## src/rtl/branch_rs.sv

```systemverilog
// Branch reservation station: holds dispatched branch/jump ops until both operands
// are ready, then presents the oldest ready one to the branch unit.
package branch_rs_pkg;
  typedef struct packed {
    logic [31:0] pc;
    logic [31:0] imm_val;
    logic [31:0] rs1_val;
    logic [31:0] rs2_val;
    logic [4:0]  rd_addr;
    logic [4:0]  ROB_tag;
    logic        branch;
    logic        jump;
    logic        took_branch;
  } branch_entry_t;
endpackage

module branch_rs #(
  parameter type BE    = branch_rs_pkg::branch_entry_t,
  parameter int  DEPTH = 4,
  parameter int  TAG_W = 5
) (
  input  logic                       clk_i,
  input  logic                       reset_i,
  input  logic                       flush_i,
  input  logic                       disp_valid_i,
  output logic                       disp_ready_o,
  input  BE                          disp_data_i,
  input  logic                       rs1_rdy_i,
  input  logic                       rs2_rdy_i,
  input  logic [TAG_W-1:0]           rs1_tag_i,
  input  logic [TAG_W-1:0]           rs2_tag_i,
  input  logic                       cdb_valid_i,
  input  logic [TAG_W-1:0]           cdb_tag_i,
  input  logic [31:0]                cdb_val_i,
  output logic                       issue_valid_o,
  input  logic                       issue_ready_i,
  output BE                          issue_data_o,
  output logic [$clog2(DEPTH+1)-1:0] count_o
);

  localparam int CNT_W = $clog2(DEPTH+1);
  localparam int IDX_W = $clog2(DEPTH);

  logic [DEPTH-1:0] valid_q;
  logic [DEPTH-1:0] rs1_rdy_q;
  logic [DEPTH-1:0] rs2_rdy_q;
  logic [TAG_W-1:0] rs1_tag_q [DEPTH];
  logic [TAG_W-1:0] rs2_tag_q [DEPTH];
  logic [CNT_W-1:0] age_q     [DEPTH];
  BE                data_q    [DEPTH];
  logic [CNT_W-1:0] count_q;

  logic [DEPTH-1:0] wake1;
  logic [DEPTH-1:0] wake2;
  logic [DEPTH-1:0] ready_vec;
  logic [DEPTH-1:0] disp_we;
  logic [DEPTH-1:0] issue_clr;

  logic             free_found;
  logic [IDX_W-1:0] free_idx;
  logic             sel_found;
  logic [IDX_W-1:0] sel_idx;
  logic [CNT_W-1:0] sel_age;
  logic [CNT_W-1:0] new_age;

  logic disp_fire;
  logic issue_fire;
  logic byp1;
  logic byp2;
  logic rs2_eff_rdy;
  logic disp_rs1_rdy;
  logic disp_rs2_rdy;
  BE    disp_entry;

  assign disp_ready_o  = !reset_i && !flush_i && (count_q < CNT_W'(DEPTH));
  assign issue_valid_o = !reset_i && !flush_i && sel_found;
  assign issue_data_o  = issue_valid_o ? data_q[sel_idx] : '0;
  assign count_o       = count_q;

  assign disp_fire  = disp_valid_i && disp_ready_o;
  assign issue_fire = issue_valid_o && issue_ready_i;
  // Slots ahead of the issued one shift down, so a same-cycle dispatch lands after them.
  assign new_age    = count_q - CNT_W'(issue_fire);

  // Jumps carry no second source; a not-ready operand may also be caught off the CDB on dispatch.
  assign rs2_eff_rdy  = rs2_rdy_i || disp_data_i.jump;
  assign byp1         = cdb_valid_i && !rs1_rdy_i && (rs1_tag_i == cdb_tag_i);
  assign byp2         = cdb_valid_i && !rs2_eff_rdy && (rs2_tag_i == cdb_tag_i);
  assign disp_rs1_rdy = rs1_rdy_i || byp1;
  assign disp_rs2_rdy = rs2_eff_rdy || byp2;

  always_comb begin
    disp_entry = disp_data_i;
    if (byp1) disp_entry.rs1_val = cdb_val_i;
    if (byp2) disp_entry.rs2_val = cdb_val_i;
  end

  genvar gi;
  generate
    for (gi = 0; gi < DEPTH; gi++) begin : g_entry
      assign wake1[gi]     = !flush_i && cdb_valid_i && valid_q[gi] && !rs1_rdy_q[gi]
                             && (rs1_tag_q[gi] == cdb_tag_i);
      assign wake2[gi]     = !flush_i && cdb_valid_i && valid_q[gi] && !rs2_rdy_q[gi]
                             && (rs2_tag_q[gi] == cdb_tag_i);
      assign ready_vec[gi] = valid_q[gi] && rs1_rdy_q[gi] && rs2_rdy_q[gi];
      assign disp_we[gi]   = disp_fire && (free_idx == IDX_W'(gi));
      assign issue_clr[gi] = issue_fire && (sel_idx == IDX_W'(gi));
    end
  endgenerate

  always_comb begin
    free_found = 1'b0;
    free_idx   = '0;
    for (int i = 0; i < DEPTH; i++) begin
      if (!valid_q[i] && !free_found) begin
        free_found = 1'b1;
        free_idx   = IDX_W'(i);
      end
    end
  end

  // Oldest ready entry wins: smallest age rank among ready slots.
  always_comb begin
    sel_found = 1'b0;
    sel_idx   = '0;
    sel_age   = '0;
    for (int i = 0; i < DEPTH; i++) begin
      if (ready_vec[i] && (!sel_found || (age_q[i] < sel_age))) begin
        sel_found = 1'b1;
        sel_idx   = IDX_W'(i);
        sel_age   = age_q[i];
      end
    end
  end

  always_ff @(posedge clk_i or posedge reset_i) begin
    if (reset_i) begin
      valid_q   <= '0;
      rs1_rdy_q <= '0;
      rs2_rdy_q <= '0;
      count_q   <= '0;
      for (int i = 0; i < DEPTH; i++) begin
        age_q[i]     <= '0;
        rs1_tag_q[i] <= '0;
        rs2_tag_q[i] <= '0;
      end
    end else if (flush_i) begin
      valid_q   <= '0;
      rs1_rdy_q <= '0;
      rs2_rdy_q <= '0;
      count_q   <= '0;
    end else begin
      count_q <= count_q + CNT_W'(disp_fire) - CNT_W'(issue_fire);
      for (int i = 0; i < DEPTH; i++) begin
        if (disp_we[i]) begin
          valid_q[i]   <= 1'b1;
          rs1_rdy_q[i] <= disp_rs1_rdy;
          rs2_rdy_q[i] <= disp_rs2_rdy;
          rs1_tag_q[i] <= rs1_tag_i;
          rs2_tag_q[i] <= rs2_tag_i;
          age_q[i]     <= new_age;
        end else if (issue_clr[i]) begin
          valid_q[i]   <= 1'b0;
          rs1_rdy_q[i] <= 1'b0;
          rs2_rdy_q[i] <= 1'b0;
        end else begin
          if (issue_fire && valid_q[i] && (age_q[i] > sel_age)) age_q[i] <= age_q[i] - 1'b1;
          if (wake1[i]) rs1_rdy_q[i] <= 1'b1;
          if (wake2[i]) rs2_rdy_q[i] <= 1'b1;
        end
      end
    end
  end

  // Payload needs no reset: it is only observed through a valid slot.
  always_ff @(posedge clk_i) begin
    for (int i = 0; i < DEPTH; i++) begin
      if (disp_we[i]) begin
        data_q[i] <= disp_entry;
      end else begin
        if (wake1[i]) data_q[i].rs1_val <= cdb_val_i;
        if (wake2[i]) data_q[i].rs2_val <= cdb_val_i;
      end
    end
  end

endmodule

```

## config.mk

```make
export PLATFORM = sky130hd
export DESIGN_NAME = branch_rs
export DESIGN_NICKNAME = d
export VERILOG_FILES = /design/src/rtl/branch_rs.sv
export SDC_FILE = /design/constraint.sdc
export NUM_CORES = 1
export LEC_CHECK = 0
export CAP_MARGIN = 20
export CORE_UTILIZATION = 35
export CTS_CLUSTER_DIAMETER = 50
export DETAILED_ROUTE_END_ITERATION = 10
export PLACE_DENSITY = 0.62
export REMOVE_ABC_BUFFERS = 1
export SETUP_SLACK_MARGIN = 0.15
export SYNTH_ARGS = -nofsm -noshare
export SYNTH_HDL_FRONTEND = slang
export SYNTH_SLANG_ARGS = --single-unit
```

## constraint.sdc

```tcl
create_clock -name clk_i -period 20.3 [get_ports clk_i]
set_input_delay 6.09 -clock clk_i [delete_from_list [all_inputs] [get_ports clk_i]]
set_output_delay 6.09 -clock clk_i [all_outputs]
set_load 0.05 [all_outputs]
```

# == Word-level counts from Yosys, hierarchy flattened ==
# Memory sizes are Yosys's and may differ from the RTL's.
# Cells that the tools add are included.
# op_classes
n_addsub,7
magnitude_cmp,8
n_eq_ne,20
muxes,108
bitwise,9
reduce_logical,112
# ops
op,count
two-way mux 32 bit,10
two-way mux 141 bit,1
two-way mux 1 bit,73
logical AND 1 bit,60
two-way mux 3 bit,17
equality test 5 bit,10
nonzero test 4 bit,8
logical NOT 1 bit,20
greater-than comparator 3 bit,4
two-way mux 4 bit,3
AND reduction 3 bit,4
nonzero test 3 bit,4
"subtractor 3 x 1 -> 3 bit, second input constant",4
less-than comparator 3 bit,3
"equality test 2 bit, second input constant",4
two-way mux 2 bit,4
"!= test 2 bit, second input constant",4
bitwise OR 1 bit,8
AND reduction 2 bit,4
nonzero test 2 bit,4
logical OR 1 bit,6
subtractor 3 x 1 -> 3 bit,2
"equality test 2 x 1 -> 1 bit, second input constant",2
logical NOT 2 bit,2
other kinds (3),3
# totals
reg_bits,67
ram_bits,564
input_bits,196
output_inout_bits,146
wordCells,290
n_memories,1
# mem_list
memory,depth,word_bits,rd,rd_clocked_by_memory_dff,write_ports,line_no,source
data_q,4,141,1,0,4,50,BE data_q [DEPTH];

# == Logic depth before layout (Yosys ltp) ==
# Gate-level depths: netlist (run 1).
# logic_depth
word_depth,22
ltp_mapped,34
mapped_depth_nobuf,27

# == Worst setup path before layout (run 1) ==
# OpenSTA, ideal clock, no wires.
# synth_path
path_type,input-to-output
from,input port flush_i
to,output port issue_data_o[100] in the netlist's numbering
arrival_ps,7500
required_time_ps,14210
path_slack_ps,6710
stages,5
n_path_buf,2
path_cell_list,nor2_1 o41ai_4 clkbuf_1 clkbuf_1 nor2_1
# synth_rtl
item,line_no,source
start: declaration,24,"input logic flush_i,"
end: declaration,37,"output BE issue_data_o,"

==> results of run 1 <==
metal layers:
metal | share of wire | up-vias
met3 | 0.073 | 122
met1 | 0.42 | 9526
met5 | 0.00044 | -
li1 | - | 8178
met4 | 0.019 | 6
met2 | 0.49 | 733
metrics by stage:
| stage | power (uW) | setup slack [ns] | instance area, um2 |
|---|---|---|---|
| CTS | 3110 | 5.31 | 35600 |
| global placement | 1660 | 5.50 | 32800 |
| detailed placement | 1670 | 5.36 | 32800 |
| finish | 3080 | 5.29 | 35600 |
| floorplan | 1570 | 0.239 | 27700 |
| global route | 3180 | 4.82 | 35600 |
area by class of cell:
| cell class | count | area, um2 |
|---|---|---|
| timing repair buffer | 380 | 3700 |
| fill | 7118 | 44800 |
| antenna | 3 | 7.51 |
| clock inverter | 60 | 692 |
| inverter | 30 | 118 |
| multi-input combinational | 1093 | 9050 |
| tap | 1060 | 1330 |
| sequential | 631 | 18600 |
| clock buffer | 92 | 2090 |
power breakdown:
part	switching (uW)	total (uW)	internal (uW)
sequential	17.9	1460	1450
combinational	90.6	178	87.9
clock	597	1440	841
worst reg2reg max path, delay by kind of cell, from the launching register on:
kind                       cells  cell delay [ns]
buffers and inverters          3             0.78
DFF                            1             0.56
adders and majority gates      4             1.22
muxes                          1             0.28
and+or+nand+nor                9             1.57
AOI/OAI and AO/OA             11             3.38
worst max path at each step:
stage                     slack, ns           endpoint       start
after floorplan                0.24    issue_data_o[0]  valid_q[0]
after global placement         5.50   issue_data_o[16]     flush_i
after detailed placement       5.36  issue_data_o[109]     flush_i
after CTS                      5.31    issue_data_o[5]  valid_q[0]
after global routing           4.82    issue_data_o[5]  valid_q[0]
final                          5.29  issue_data_o[103]  valid_q[0]
flip-flops by register name (all words and copies together) (netlist names):
signal	cells
rs2_tag_q	20
data_q	564
count_o	3
rs1_tag_q	20
age_q	12
rs1_rdy_q	4
rs2_rdy_q	4
valid_q	4
cells by family after synthesis:
group | Yosys count | share of synthesized area
flip-flops | 631 | 0.656
AND/OR/NAND/NOR | 368 | 0.0574
multiplexers | 346 | 0.137
AO/OA/AOI/OAI | 299 | 0.0928
buffers and inverters | 161 | 0.0280
XOR/XNOR | 53 | 0.0164
adder cells (fa/ha/maj) | 27 | 0.0122
layout by cell type (no fill, tap or decap), types with 9 or more instances in the layout:
cell,synthesis,routed
a21oi_1,14,12
a222oi_1,141,141
a22o_1,64,64
buf_4,2,38
clkbuf_1,35,9
clkbuf_16,0,81
clkdlybuf4s50_1,0,341
clkinv_1,2,11
clkinv_2,0,14
dfrtp_1,67,67
edfxtp_1,564,564
ha_1,26,26
inv_1,28,25
inv_6,0,10
mux2_1,20,20
mux2_2,323,323
nand2_1,118,116
nand3_1,14,14
nor2_1,164,158
o21ai_0,17,17
o22ai_1,13,13
xnor2_1,16,16
xor2_1,37,37
==> key figures, run 1 <==
Run status
  • Status: complete, no violations

Critical path
  • CP delay by family, top: compound AO/OA/AOI/OAI gates
  • CP cell instances: and3_1, nand2_1, ha_1, a211oi_1, o21a_1, o21ai_0, inv_1, ha_1, inv_1, a22oi_1, nor2_1, nor2_1, mux2i_1, ha_1, o21a_1, nor2_1, o21ai_1, o211a_4, buf_4, buf_4, a222oi_1, nor2_1, clkdlybuf4s50_1
  • Critical path depth: 23
  • Worst Path Buf+Inv: 5
  • Critical Setup Path Class: flop to output pin
  • CP Launch Type: flop
  • RR Endpoint: age_q[6]
  • R2R Setup Slk: 12.35 ns
  • Critical-path top delay cell: clkdlybuf4s50_1
  • Most frequent CP cell: nor2_1
  • R2r worst-path depth: 28
  • Worst-path maximum fanout: 77
  • CP required: 14.21 ns
  • Crit Reg-Reg Startpoint: valid_q[0]
  • CP Capture Type: output pin
  • CP max stage delay: 0.84 ns
  • Critical path arrival: 8.92 ns

Placement
  • Post-DP HPWL: 47.4 mm
  • Port Buffers: 341
  • Placer Congestion: 0.866
  • Placed Instances: 3193

Global route
  • Total track usage: 0.195
  • Vias in the first global route: 18900
  • Routing usage on met1: 0.260
  • Initial antenna violation count: 5
  • Largest net degree at the start of global routing: 90
  • Grt total ovfl: 0
  • Met2 Use GR: 0.323
  • Global-route wire length before repair: 120 mm
  • Grt met3 use: 0.0363
  • GRT Max-Usage Layer: met2

Clock network
  • Clock Tree Root: clkbuf_16
  • Clk slew on worst S/H paths: 0.05 ns
  • Setup bufs post-CTS: 0
  • CTS buffer count: 81
  • CTS H-tree lvls: 3
  • CTS sink cnt: 631
  • Clock buffer depth: 3
  • Hold_buf cts: 0
  • Post-cts resize count: 0
  • Worst-Skew Late Latency: 0.64 ns
  • CTS tree: yes

Synthesis
  • Async S/R FF share, synth: 0.106
  • Mapped cell area: 28400 um2
  • Most frequent cell after synthesis: edfxtp_1
  • Most frequent cells after synthesis: edfxtp_1, mux2_2, nor2_1, a222oi_1, nand2_1
  • Mapped Cells: 1885
  • Post-synthesis sequential area ratio: 0.656
  • Area contributors post-synth: edfxtp_1, mux2_2, dfrtp_1
  • Area leader, netlist: edfxtp_1
  • Number of enable flip-flop cells after synthesis: 564
  • Yosys reg bits: 631
  • Post-synth top area share: 0.597
  • Ys flop type: edfxtp_1
  • Mean Syn Cell Area: 15.1 um2
  • Number of distinct library cells after synthesis: 60
  • YS warnings: 0

Route
  • Vias: 18600
  • Routed WL per cell: 24.5 um
  • # DRC: 0
  • Initial DRT Pass Iterations: 6
  • Total Wirelength: 82.1 mm
  • Via-to-Cell Ratio: 5.54
  • Detailed Route Iter0 Violations: 1964
  • Final ANT Viol Nets: 0

Timing
  • Worst slew margin: 0.261
  • Final setup vio count: 0
  • Tightest Pin Transition: 1.11 ns
  • Max-slew violations: 0
  • Final min period: 15.01 ns
  • Final Hold Slack: 0.495 ns
  • Final hold violation count: 0
  • RSZ-0062 raised after global routing: no
  • F_max: 66.6 MHz
  • Part of the cycle the worst path needs: 0.739
  • Clock Skew: 0.0415 ns
  • Fin Setup TNS: 0 ns

Floorplan
  • Boundary pin count: 342
  • Std-Cell Rows: 104
  • Initial Util: 0.353
  • Die H: 287 um
  • Core area: 80400 um2
  • Die width: 287 um
  • Die area: 82200 um2

Min path
  • Hold Startpoint: rs2_tag_q[19]
  • Hold endpoint: rs2_tag_q[19]
  • Worst min-delay path class: flop to flop
  • Worst hold path cell count: 2

Power and ir drop
  • Cell Pwr Density: 86.5 nW/um2
  • Peak supply drop: 0.0559 mV
  • P_leak: 0.0121 uW

Layout
  • Area delta synth->final: 25.5%
  • Share of cells above drive strength 1: 0.231
  • Final layout net count: 2440
  • Final Util: 0.443
  • Final Instance Count excl. Fillers: 3349

Flow run
  • Maxcap violations: 0
No activity file was read; power rests on OpenSTA's default activity.
==> run 2: changes to the inputs <==
==> constraint.sdc (replaced) <==
create_clock -name clk_i -period 14.38 [get_ports clk_i]
set_input_delay 4.314 -clock clk_i [delete_from_list [all_inputs] [get_ports clk_i]]
set_output_delay 4.314 -clock clk_i [all_outputs]
set_load 0.05 [all_outputs]
==> run 2 against run 1 <==
Effect of this change: design area up 0.50%; sequential cell count unchanged; sequential power grew 42%; non-clock buffer count increased by 3; combinational power grew 42%; die area did not move; critical path depth fell by 1; register-to-register slack lost 6.0 ns; via count about the same; core utilization rose by 0.22 points; critical path type unchanged; largest cell class unchanged; largest power group is now the clock network.
==> key figures, run 2 (same netlist as run 1, synthesis figures left out) <==
Layout
  • Final layout net count: 2445 (+0.20%)
  • Share of cells above drive strength 1: 0.233 (+0.00232)
  • Commonest non-fill, non-tap cell in the layout: edfxtp_1
  • Final Instance Area: 35800 um2 (+0.50%)
  • # fillers: 7088 (-0.42%)
  • Reg with most FFs: data_q
  • Max reg flops: 564 (unchanged)
  • Highest-count cells in the layout ignoring fill and taps: edfxtp_1, clkdlybuf4s50_1, mux2_2
  • Largest registers: data_q x564, rs1_tag_q x20, rs2_tag_q x20
  • Area delta synth->final: 26.1%

Critical path
  • CP required: 10.07 ns (-4.14 ns)
  • R2r worst-path depth: 26 (-7.1%)
  • Crit. Startpoint: valid_q[0]
  • R2R Setup Slk: 6.34 ns (-6.01 ns)
  • Worst-path maximum fanout: 59 (-23%)
  • Critical path arrival: 8.15 ns (-0.77 ns)
  • Crit Reg-Reg Startpoint: valid_q[0]
  • CP Launch Type: flop
  • Critical Setup Path Class: flop to output pin
  • RR Endpoint: age_q[6]
  • CP Capture Type: output pin
  • Worst setup path end: issue_data_o[136]

Power and ir drop
  • Sequential power share: 0.464 (-0.011)
  • Cell Pwr Density: 124 nW/um2 (+44%)
  • P_leak: 0.0122 uW (+0.68%)
  • Comb power frac: 0.057 (about the same)
  • Sw Share: 0.226 (-0.00284)
  • Sw Pwr: 1010 uW (+43%)
  • P_int: 3440 uW (+45%)
  • Clock power share: 0.479 (+0.012)
  • Peak supply drop: 0.0832 mV (+49%)

Min path
  • Worst min-delay path class: flop to flop

Global route
  • Global-route wire length before repair: 122 mm (+1.8%)
  • Initial antenna violation count: 13 (+8)
  • Vias in the first global route: 19100 (+1.1%)
  • Grt total ovfl: 0 (unchanged)
  • Total track usage: 0.198 (+0.00290)
  • Largest net degree at the start of global routing: 90 (unchanged)

Clock network
  • CTS buffer count: 83 (+2.5%)
  • CTS tree: yes
  • CTS sink cnt: 631 (unchanged)
  • Clk slew on worst S/H paths: 0.06 ns (about the same)
  • Worst-Skew Late Latency: 0.64 ns (about the same)
  • Hold_buf cts: 0 (unchanged)
  • Setup bufs post-CTS: 0 (unchanged)
  • Clock Tree Root: clkbuf_16
  • Clock buffer depth: 3 (unchanged)
  • Post-cts resize count: 0 (unchanged)
  • CTS H-tree lvls: 3 (unchanged)

Timing
  • Max-slew violations: 0 (unchanged)
  • Part of the cycle the worst path needs: 0.867
  • Final hold violation count: 0 (unchanged)
  • Final min period: 12.46 ns
  • Worst slew margin: 0.227 (-0.0342)
  • Tightest Pin Transition: 1.16 ns (+0.0513 ns)
  • Final setup vio count: 0 (unchanged)
  • F_max: 80.2 MHz
  • Final Hold Slack: 0.495 ns (+0.000750 ns)
  • Clock Skew: 0.0379 ns (-0.00364 ns)
  • RSZ-0062 raised after global routing: no

Route
  • Total Wirelength: 83.1 mm (+1.2%)
  • Detailed Route Iter0 Violations: 1862 (-5.2%)
  • Final ANT Viol Nets: 0 (unchanged)
  • Initial DRT Pass Iterations: 10 (+4)
  • Vias: 18600 (-0.0054%)
  • # DRC: 0 (unchanged)
  • Via-to-Cell Ratio: 5.53 (-0.21%)
  • Routed WL per cell: 24.7 um (+1.0%)

Run status
  • Status: complete, no violations

Floorplan
  • Boundary pin count: 342 (unchanged)
  • Die H: 287 um (unchanged)
  • Initial Util: 0.353 (unchanged)
  • Die width: 287 um (unchanged)
  • Core area: 80400 um2 (unchanged)
  • Die area: 82200 um2 (unchanged)
  • Std-Cell Rows: 104 (unchanged)

Placement
  • Port Buffers: 341 (unchanged)
  • Placer Congestion: 0.893 (+3.2%)
  • Post-DP HPWL: 47.9 mm (+1.1%)
  • Placed inst area: 32800 um2 (about the same)

Flow run
  • Maxcap violations: 0 (unchanged)
[run 2: power groups by stage]
stage	registers, uW	clock network, uW	logic [uW]
global route	2070	2250	275
global placement	2100	0	241
CTS	2070	2170	252
finish	2070	2130	253
detailed placement	2100	0	250
floorplan	2100	0	125
[run 2: layout make-up]
cell class	count	area, um2	area share
Timing Repair Buffer	383	3740	0.105
Inverter	30	118	0.00329
Antenna cell	7	17.5	0.000490
Clock inverter	61	782	0.0219
Clock buffer	91	2130	0.0595
Sequential cell	631	18600	0.520
Multi-Input combinational cell	1093	9050	0.253
Tap cell	1060	1330	0.0371
[run 2: stage by stage]
step	instances	util	setup slack, ns	power [uW]	setup TNS [ns]
finish	3356	0.445	1.92	4450	0
global route	3354	0.445	1.47	4590	0
CTS	3347	0.445	1.97	4490	0
detailed placement	3195	0.408	2.69	2350	0
global placement	3195	0.408	2.76	2340	0
floorplan	1754	-	-3.90	2220	-554.26
[run 2: worst min-delay path by stage]
stage	from	to	slack, ns	cells after the start
6_report	rs2_tag_q[9]	rs2_tag_q[9]	0.50	2
3_5_place_dp	rs1_tag_q[16]	rs1_tag_q[16]	0.48	2
3_3_place_gp	rs2_tag_q[14]	rs2_tag_q[14]	0.48	2
2_1_floorplan	rs1_tag_q[14]	rs1_tag_q[14]	0.47	2
5_1_grt	rs1_tag_q[9]	rs1_tag_q[9]	0.52	2
4_1_cts	rs2_tag_q[8]	rs2_tag_q[8]	0.50	2
[run 2: metal layers]
layer / track usage / vias up / share of wire
met1: 0.268 / 9471 / 0.43
met4: 0.0528 / 12 / 0.019
met3: 0.0416 / 132 / 0.074
met2: 0.322 / 759 / 0.48
li1: - / 8190 / -
met5: 0 / - / 0.00090
[run 2: critical path, stage by stage (launching register included)]
cell and delay (ns):
dfrtp_1 0.51, and3_1 0.45, nand2_1 0.13, ha_1 0.32, a211oi_1 0.54, o21ai_4 0.17
mux2i_1 0.31, inv_1 0.09, ha_1 0.23, or4_1 0.53, a21oi_1 0.25, nor2_1 0.14
mux2i_1 0.23, ha_1 0.29, a21oi_1 0.14, a31o_2 0.15, nand2_1 0.10, o31ai_4 0.27
buf_4 0.53, buf_4 0.69, a222oi_1 0.24, nor2_1 0.24, clkdlybuf4s50_1 0.86
